$ cat src/rtl/sdram_port_arbiter_pkg.sv
// Shared types for the SDRAM port arbiter.
// FSM state encodings and arbitration mode constants.
package sdram_port_arbiter_pkg;

  typedef enum logic [1:0] {
    ARB   = 2'd0,
    BUSY  = 2'd1,
    DRAIN = 2'd2
  } arb_state_e;

  localparam int MODE_RR   = 0;
  localparam int MODE_PRIO = 1;

endpackage

$ cat src/rtl/sdram_port_arbiter_pick.sv
// Combinational winner selection for the SDRAM port arbiter.
// Round-robin scans upward from pointer+1; priority picks lowest index.
module arb_pick #(
  parameter int NUM_PORTS = 3,
  parameter int ENC_W     = 2
) (
  input  logic [NUM_PORTS-1:0] req,
  input  logic [ENC_W-1:0]     pointer,
  input  logic                 mode,
  output logic [NUM_PORTS-1:0] win,
  output logic [ENC_W-1:0]     win_enc
);

  logic                 found;
  int                   idx;
  logic [NUM_PORTS-1:0] sh;

  // first requesting port in scan order wins
  always_comb begin
    win     = '0;
    win_enc = '0;
    found   = 1'b0;
    idx     = 0;
    sh      = '0;
    for (int i = 0; i < NUM_PORTS; i++) begin
      if (mode)
        idx = i;
      else
        idx = (int'(pointer) + 1 + i) % NUM_PORTS;
      sh = req >> idx;
      if (!found && sh[0]) begin
        found   = 1'b1;
        win     = NUM_PORTS'(1) << idx;
        win_enc = ENC_W'(idx);
      end
    end
  end

endmodule

$ cat src/rtl/sdram_port_arbiter.sv
// N-port arbiter in front of the SDRAM controller access interface.
// Round-robin or fixed priority, with quantum-based preemption via DRAIN.
module sdram_port_arbiter
  import sdram_port_arbiter_pkg::*;
#(
  parameter int NUM_PORTS = 3,
  parameter int MODE      = 0,
  parameter int QUANTUM   = 16,
  parameter int ENC_W     = 2
) (
  input  logic                   sdram_clk,
  input  logic                   sdram_rst,
  input  logic                   sdram_idle_i,
  input  logic [NUM_PORTS-1:0]   p_acc_i,
  input  logic [NUM_PORTS-1:0]   p_we_i,
  input  logic [NUM_PORTS*32-1:0] p_adr_i,
  input  logic [NUM_PORTS*16-1:0] p_dat_i,
  input  logic [NUM_PORTS*2-1:0] p_sel_i,
  output logic [NUM_PORTS-1:0]   p_ack_o,
  output logic [31:0]            adr_o,
  output logic [15:0]            dat_o,
  output logic [1:0]             sel_o,
  output logic                   we_o,
  output logic                   acc_o,
  input  logic                   ack_i,
  output logic [NUM_PORTS-1:0]   grant_o,
  output logic [ENC_W-1:0]       grant_enc_o,
  output logic                   preempt_o
);

  localparam int CNT_W = (QUANTUM > 0) ? $clog2(QUANTUM + 1) : 1;
  localparam logic [CNT_W-1:0] Q_MAX = CNT_W'(QUANTUM);
  localparam logic IS_PRIO = (MODE == MODE_PRIO);
  localparam logic Q_ON = (QUANTUM != 0);

  arb_state_e           state_q, state_d;
  logic [NUM_PORTS-1:0] grant_q, grant_d;
  logic [ENC_W-1:0]     enc_q, enc_d;
  logic [ENC_W-1:0]     ptr_q, ptr_d;
  logic [CNT_W-1:0]     cnt_q, cnt_d;

  logic [NUM_PORTS-1:0] pick_win;
  logic [ENC_W-1:0]     pick_enc;
  logic                 own_req;
  logic                 others;
  logic                 release_c;
  logic                 preempt_c;

  logic [31:0] adr_a [NUM_PORTS];
  logic [15:0] dat_a [NUM_PORTS];
  logic [1:0]  sel_a [NUM_PORTS];

  arb_pick #(
    .NUM_PORTS(NUM_PORTS),
    .ENC_W    (ENC_W)
  ) u_pick (
    .req    (p_acc_i),
    .pointer(ptr_q),
    .mode   (IS_PRIO),
    .win    (pick_win),
    .win_enc(pick_enc)
  );

  for (genvar k = 0; k < NUM_PORTS; k++) begin : g_slice
    assign adr_a[k] = p_adr_i[32*k +: 32];
    assign dat_a[k] = p_dat_i[16*k +: 16];
    assign sel_a[k] = p_sel_i[2*k +: 2];
  end

  assign adr_o = adr_a[enc_q];
  assign dat_o = dat_a[enc_q];
  assign sel_o = sel_a[enc_q];
  assign we_o  = p_we_i[enc_q];

  assign own_req   = |(p_acc_i & grant_q);
  assign others    = IS_PRIO ? |(p_acc_i & (grant_q - NUM_PORTS'(1)))
                             : |(p_acc_i & ~grant_q);
  assign release_c = ~own_req & sdram_idle_i;
  assign preempt_c = Q_ON & (cnt_q == Q_MAX) & others;

  assign acc_o       = (state_q == BUSY) & own_req;
  assign p_ack_o     = {NUM_PORTS{ack_i}} & grant_q;
  assign grant_o     = grant_q;
  assign grant_enc_o = enc_q;
  assign preempt_o   = (state_q == DRAIN);

  // next-state: grant, pointer and quantum counter
  always_comb begin
    state_d = state_q;
    grant_d = grant_q;
    enc_d   = enc_q;
    ptr_d   = ptr_q;
    cnt_d   = cnt_q;
    unique case (state_q)
      ARB: begin
        if (|p_acc_i) begin
          grant_d = pick_win;
          enc_d   = pick_enc;
          cnt_d   = '0;
          state_d = BUSY;
        end
      end
      BUSY: begin
        if (ack_i && cnt_q != Q_MAX)
          cnt_d = cnt_q + CNT_W'(1);
        if (release_c) begin
          state_d = ARB;
          ptr_d   = enc_q;
          grant_d = '0;
        end else if (preempt_c) begin
          state_d = DRAIN;
        end
      end
      DRAIN: begin
        if (sdram_idle_i) begin
          state_d = ARB;
          ptr_d   = enc_q;
          grant_d = '0;
        end
      end
      default: begin
        state_d = ARB;
        grant_d = '0;
      end
    endcase
  end

  // state register, asynchronous reset
  always_ff @(posedge sdram_clk or posedge sdram_rst) begin
    if (sdram_rst) begin
      state_q <= ARB;
      grant_q <= '0;
      enc_q   <= '0;
      ptr_q   <= ENC_W'(NUM_PORTS - 1);
      cnt_q   <= '0;
    end else begin
      state_q <= state_d;
      grant_q <= grant_d;
      enc_q   <= enc_d;
      ptr_q   <= ptr_d;
      cnt_q   <= cnt_d;
    end
  end

endmodule

$ cat config.mk
export PLATFORM = sky130hd
export DESIGN_NAME = sdram_port_arbiter
export DESIGN_NICKNAME = d
export VERILOG_FILES = /design/src/rtl/sdram_port_arbiter_pkg.sv /design/src/rtl/sdram_port_arbiter_pick.sv /design/src/rtl/sdram_port_arbiter.sv
export SDC_FILE = /design/constraint.sdc
export NUM_CORES = 1
export LEC_CHECK = 0
export ABC_CLOCK_PERIOD_IN_PS = 3900
export BUFFER_PORTS_ARGS = -buffer_cell sky130_fd_sc_hd__buf_2
export CORE_UTILIZATION = 31
export DETAILED_ROUTE_END_ITERATION = 16
export PLACE_DENSITY = 0.66
export SLEW_MARGIN = 20
export SYNTH_ARGS = -nofsm -noshare
export SYNTH_HDL_FRONTEND = slang
export SYNTH_SLANG_ARGS = --single-unit
$ cat constraint.sdc
create_clock -name sdram_clk -period 3.9 [get_ports sdram_clk]
set_input_delay 0.78 -clock sdram_clk [delete_from_list [all_inputs] [get_ports sdram_clk]]
set_output_delay 0.78 -clock sdram_clk [all_outputs]
set_load 0.005 [all_outputs]
# [After elaboration in Yosys (flattened, before gate mapping)]
# Cells that the tools add are included.
# W data, S select, Z words.
[totals] ff_bits=14 input_bits=160 out_inout_bits=61 word_cells=88
[op_classes] n_addsub=4 n_div=3 magnitude_cmp=2 eq_ne=9 shifts=6 n_mux=34 bitwise=9 n_reduce_logical=16
[ops] op="$mod A32 B3 Y32 const B" count=3
[ops] op="$shl A1 B32 Y3 const A" count=3
[ops] op="$shr A3 B32 Y1" count=3
[ops] op="$bmux W32 S2" count=1
[ops] op="$mux W32" count=2
[ops] op="$add A32 B2 Y32 const B" count=1
[ops] op="$add A32 B3 Y32 const B" count=1
[ops] op="$bmux W16 S2" count=1
[ops] op="$mux W16" count=2
[ops] op="$mux W2" count=11
[ops] op="$mux W3" count=6
[ops] op="$reduce_and A3 Y1" count=4
[ops] op="$mux W5" count=2
[ops] op="$pmux W5 S2" count=1
[ops] op="$and A3 B3 Y3" count=3
[ops] op="$pmux W3 S3" count=1
[ops] op="$reduce_or A3 Y1" count=3
[ops] op="$ne A2 B2 Y1 const B" count=3
[ops] op="$pmux W2 S3" count=1
[ops] op="$add A5 B1 Y5 const B" count=1
[ops] op="$eq A5 B5 Y1 const B" count=1
[ops] op="$ne A5 B5 Y1 const B" count=1
[ops] op="$bmux W2 S2" count=1
[ops] op="$pmux W2 S2" count=1
[ops] op="18 further kinds" count=26

# [Depth between registers and ports, before layout]
[depth] depth_word=12 ltp_mapped=14 mapped_depth_nobuf=14

# [Modules after synthesis]
# A second synthesis with hierarchy kept.
[unflattened] cells_unflattened=378 area_unflattened_um2=2807.7
[by_module_without_submodules] mod="sdram_port_arbiter" instances=1 cells_per_inst=262 area_each_um2=1895.6 seq_area_each_um2=351.6
[by_module_without_submodules] mod="arb_pick" instances=1 cells_per_inst=116 area_each_um2=912.1 seq_area_each_um2=0.0

# [Worst setup path after synthesis]
# Ideal clock, no wire load.
[synth_path] path_kind="register -> register" startpoint="reg ptr_q[1]" endpoint="reg grant_q[1], in the netlist grant_o[1]" setup_time_ns=0.118 arrival_ns=2.997 required_time_ns=3.782 slack_ns=0.785 path_stages_with_launch=15 n_path_buf=0 synth_period_minus_slack_ns=3.115 path_cell_list="dfstp_2 inv_1 ha_1 nor2b_1 o21a_1 inv_1 ha_1 inv_1 ha_1 or3b_4 a22oi_2 o211a_1 a21oi_1 o31a_1 a21o_1"
[synth_via] elab_chain_len=12 word_cells_on_any_way=23 classes_between="add/sub: 3; div: 3; shift: 6; mux: 7; reduce/logical: 4"
[synth_rtl] item="from (decl)" line="sdram_port_arbiter.sv:39" rtl="logic [ENC_W-1:0] ptr_q, ptr_d;"
[synth_rtl] item="from (signal assigned)" line="sdram_port_arbiter.sv:134" rtl="ptr_q <= ENC_W'(NUM_PORTS - 1);"
[synth_rtl] item="from (signal assigned)" line="sdram_port_arbiter.sv:140" rtl="ptr_q <= ptr_d;"
[synth_rtl] item="$add A2 B1 Y3 (*)" line="sdram_port_arbiter_pick.sv:29" rtl="idx = (int'(pointer) + 1 + i) % NUM_PORTS;"
[synth_rtl] item="branches (longest 8 deep; another with $add A32 B2 Y32)"
[synth_rtl] item="$mux W3 (*)" line="sdram_port_arbiter_pick.sv:31" rtl="if (!found && sh[0]) begin"
[synth_rtl] item="$mux W3 (*)" line="sdram_port_arbiter.sv:96" rtl="if (|p_acc_i) begin"
[synth_rtl] item="$pmux W3 S3 (*)" line="sdram_port_arbiter.sv:94" rtl="unique case (state_q)"
[synth_rtl] item="to (signal assigned)" line="sdram_port_arbiter.sv:138" rtl="grant_q <= grant_d;"
[synth_rtl] item="to (decl)" line="sdram_port_arbiter.sv:37" rtl="logic [NUM_PORTS-1:0] grant_q, grant_d;"
# Mark *: on every way between the ends. The select of a mux whose other input is x is not followed.
# A chain may end at the register's enable or synchronous reset.

# [Worst setup path after layout]
[layout_path] startpoint="reg ptr_q[0]" endpoint="reg enc_q[1], in the netlist grant_enc_o[1]"
[layout_via] elab_chain_len=10 word_cells_on_any_way=18 classes_between="add/sub: 3; div: 3; shift: 3; mux: 5; reduce/logical: 4"
[layout_rtl] item="$add A2 B1 Y3 (*)" line="sdram_port_arbiter_pick.sv:29"
[layout_rtl] item="branches (longest 8 deep; another with $add A32 B2 Y32)"
[layout_rtl] item="$mux W2 (*)" line="sdram_port_arbiter_pick.sv:31"
[layout_rtl] item="to (signal assigned)" line="sdram_port_arbiter.sv:139" rtl="enc_q <= enc_d;"
[layout_rtl] item="to (decl)" line="sdram_port_arbiter.sv:38" rtl="logic [ENC_W-1:0] enc_q, enc_d;"
# Mark *: on every way between the ends.

==> impl_metrics.sql <==
INSERT INTO impl_metrics (metric_group, metric, value, unit) VALUES
('synthesis', 'syn_inst', '319', ''),
('timing', 'min_period_over_period', '91.8', '%'),
('route', 'detailedRoute.firstPassIterationCount', '4', ''),
('setup_path', 'start_kind', 'register', ''),
('setup_path', 'criticalPathCategory', 'register to register', ''),
('status', 'outcome', 'finished clean', ''),
('timing', 'finalHoldViolations', '0', ''),
('global_routing', 'global_route.overflow_total', '0', ''),
('synthesis', 'yosys.cell_types.count', '51', ''),
('global_routing', 'grt_util_all_layers', '18.2', '%'),
('synthesis', 'synth.yosys.warnings', '0', ''),
('timing', 'worst_slew_margin_rel', '38.5', '%'),
('synthesis', 'ys_dominant_reg_cell', 'dfrtp_1', ''),
('setup_path', 'path_cells', 'inv_1 -> ha_1 -> nor2b_1 -> o21a_1 -> inv_1 -> ha_1 -> inv_1 -> ha_1 -> or3b_4 -> a22oi_2 -> o211a_1 -> a311oi_1 -> a221o_1 -> o21ai_2', ''),
('final_layout', 'count_of_filler_cells_inserted_in_the_layout', '745', ''),
('route', 'detailroute.via_count', '3031', ''),
('setup_path', 'critical_path.max_stage_delay', '0.48', 'ns'),
('synthesis', 'synth_nets', '494', ''),
('synthesis', 'mappedNetlistArea', '2320', 'um^2'),
('floorplan', 'core', '7250', 'um^2'),
('final_layout', 'finish.net_count', '702', ''),
('clock_network', 'cts_buffers', '3', ''),
('synthesis', 'synth_top_cells_by_area', 'mux2i_1 (23%), dfrtp_1 (14%), o21ai_0 (12%), nand2_1 (9.7%), ha_1 (8.1%)', ''),
('clock_network', 'cts_tree', 'built', ''),
('place', 'detailed_place_hpwl', '6650', 'um'),
('global_routing', 'grtUsageMet2', '34.0', '%'),
('global_routing', 'vias_in_the_first_global_route', '2515', ''),
('synthesis', 'synth-seq-area-share', '15.2', '%'),
('timing', 'finalSetupViolations', '0', ''),
('setup_path', 'worstPathMaxFanout', '12', ''),
('setup_path', 'critical_path_arrival', '3.75', 'ns'),
('timing', 'max_slew.worst_pin.slew', '0.922', 'ns'),
('floorplan', 'fp.dieW', '88.5', 'um'),
('final_layout', 'final-seq-area', '353', 'um^2'),
('route', 'route.antenna.remaining_nets', '0', ''),
('min_path', 'timing.hold.worst.class', 'register to register', ''),
('synthesis', 'synth_edf_count', '0', ''),
('clock_network', 'cts.root.buffer_cell', 'clkbuf_8', ''),
('global_routing', 'initial_antenna_violation_count', '0', ''),
('final_layout', 'insertedDiodeCount', '0', ''),
('clock_network', 'clk_latency', '0.24', 'ns'),
('timing', 'post-route-min-period', '3.58', 'ns'),
('job', 'max-cap-violations', '0', ''),
('clock_network', 'clkSinkCount', '14', ''),
('timing', 'rsz0062_at_grt', 'false', ''),
('clock_network', 'postCtsHoldBufs', '0', ''),
('route', 'drt-total-wl', '8150', 'um'),
('timing', 'final.setup_skew', '0.000795', 'ns'),
('clock_network', 'clk_buf_depth', '2', ''),
('pwr', 'power.static_leakage', '0.00188', 'uW'),
('synthesis', 'synth.ff_latch_count', '14', ''),
('floorplan', 'dieArea', '7830', 'um^2'),
('clock_network', 'post_cts_sizing_count', '0', ''),
('clock_network', 'clkTransAtPathRegs', '0.06', 'ns'),
('final_layout', 'multiInputGateArea', '1810', 'um^2'),
('floorplan', 'num_io_pins', '221', ''),
('global_routing', 'grt_first_pass_wirelength', '11400', 'um'),
('route', 'post_drt_wl_per_cell', '13.0', 'um'),
('clock_network', 'htreeDepth', '1', ''),
('clock_network', 'cts_post_setup_buffers_inserted', '0', ''),
('route', 'vias_per_cell', '4.85', ''),
('global_routing', 'global_route.peak_usage_layer', 'met2', ''),
('route', 'dr.first_iter.drc_count', '176', ''),
('timing', 'setup_tns', '0', 'ns'),
('floorplan', 'floorplan.initialDensity', '32.0', '%'),
('setup_path', 'worst_path_max_delay_cell', 'dfrtp_1', ''),
('floorplan', 'rows', '31', ''),
('global_routing', 'grt_use_met3', '4.01', '%'),
('global_routing', 'grt_max_degree', '55', ''),
('pwr', 'peakVddDrop', '299', 'uV'),
('synthesis', 'synthesis.area_per_instance', '7.27', 'um^2');
==> worst max-delay path: cells and delay by family (launching register included) <==
family	cells	cell delay, ns
compound gates	6	1.19
fa+ha+maj	3	0.93
buf+inv	3	0.32
flops	1	0.48
simple gates	2	0.59
==> logic make-up (layout without fill, tap and decap cells) <==
logic type | after synthesis | in the layout | synth area share [%]
compound gates | 86 | 86 | 22.9
xor+xnor | 4 | 4 | 1.51
fa+ha+maj | 15 | 15 | 8.09
buf+inv | 38 | 245 | 7.23
flops | 14 | 14 | 15.2
mux | 55 | 55 | 23.8
simple gates | 107 | 107 | 21.3
==> state kept, by name (all words and copies together) (netlist names) <==
name,cells
cnt_q,5
grant_o,3
state_q,2
ptr_q,2
grant_enc_o,2
==> synth_stat cells, types with 3 or more instances <==
library cell and instances:
o21ai_0 54, and3_1 3, mux2i_1 54, nand2b_1 4, dfrtp_1 13, ha_1 15, nand2_1 60, nor2_1 18
nor2b_1 4, a21oi_1 6, buf_2 5, nand3_1 3, a21o_1 4, and2_1 3, inv_1 17, xor2_1 3
clkbuf_1 13
==> metrics by stage <==
| stage | power [uW] | instances | cell area (um^2) | util [%] | setup slack (ns) |
|---|---|---|---|---|---|
| 3_3_place_gp | 1930 | 621 | 3490 | 48.1 | 0.515 |
| 5_1_grt | 2350 | 625 | 3550 | 48.9 | 0.119 |
| 3_5_place_dp | 1990 | 621 | 3490 | 48.1 | 0.350 |
| 6_report | 2120 | 625 | 3550 | 48.9 | 0.321 |
| 4_1_cts | 2150 | 625 | 3550 | 48.9 | 0.343 |
| 2_1_floorplan | 1420 | 319 | 2320 | - | 0.785 |
==> area by class of cell <==
type,instances,area share [%]
Tap cell,99,3.49
Timing Repair Buffer,224,32.3
Multi-Input combinational cell,267,51.0
Clock buffer,4,1.55
Sequential cell,14,9.95
Inverter,17,1.80
==> final timing paths <==
path,start,endpoint,slack (ns),depth (start not counted)
setup / recovery,ptr_q[0]$_DFFE_PP0P_,grant_enc_o[1]$_DFFE_PP0P_,0.32,14
hold / removal,cnt_q[4]$_DFFE_PP0P_,cnt_q[4]$_DFFE_PP0P_,0.55,2
setup reg to reg,ptr_q[0]$_DFFE_PP0P_,grant_enc_o[1]$_DFFE_PP0P_,0.32,14
hold reg to reg,cnt_q[4]$_DFFE_PP0P_,cnt_q[4]$_DFFE_PP0P_,0.55,2
max in group asynchronous,sdram_rst,grant_enc_o[1]$_DFFE_PP0P_,2.94,2
min in group asynchronous,sdram_rst,state_q[0]$_DFFE_PP0P_,0.57,2
==> power breakdown <==
| group | switching, uW | internal, uW | leakage [uW] |
|---|---|---|---|
| Clock | 51.8 | 89.3 | 0.0000288 |
| Sequential | 121 | 196 | 0.000179 |
| Combinational | 870 | 794 | 0.00168 |
==> layer usage <==
| metal | wire length [um] | up-vias |
|---|---|---|
| li1 | - | 1535 |
| met1 | 3310 | 1335 |
| met2 | 4110 | 157 |
| met3 | 683 | 4 |
| met4 | 39 | 0 |
| met5 | 0 | - |
==> placed cells by master (no fill, tap or decap), types with 2 or more instances in the layout <==
cell / Yosys / final
inv_1: 17 / 17
o211ai_1: 2 / 2
o21ai_0: 54 / 54
nor2b_1: 4 / 3
and3_1: 3 / 3
dfrtp_1: 13 / 12
a32o_1: 2 / 2
buf_4: 1 / 3
and2_1: 3 / 3
nor2_1: 18 / 18
nand3_1: 3 / 3
nand2_1: 60 / 60
ha_1: 15 / 15
a31oi_1: 2 / 2
xor2_1: 3 / 3
clkbuf_8: 0 / 4
nand2b_1: 4 / 4
a21o_1: 4 / 4
a21oi_1: 6 / 6
mux2i_1: 54 / 54
a222oi_1: 2 / 2
nor3_1: 2 / 2
buf_2: 5 / 220
(Power assumes the default switching activity.)
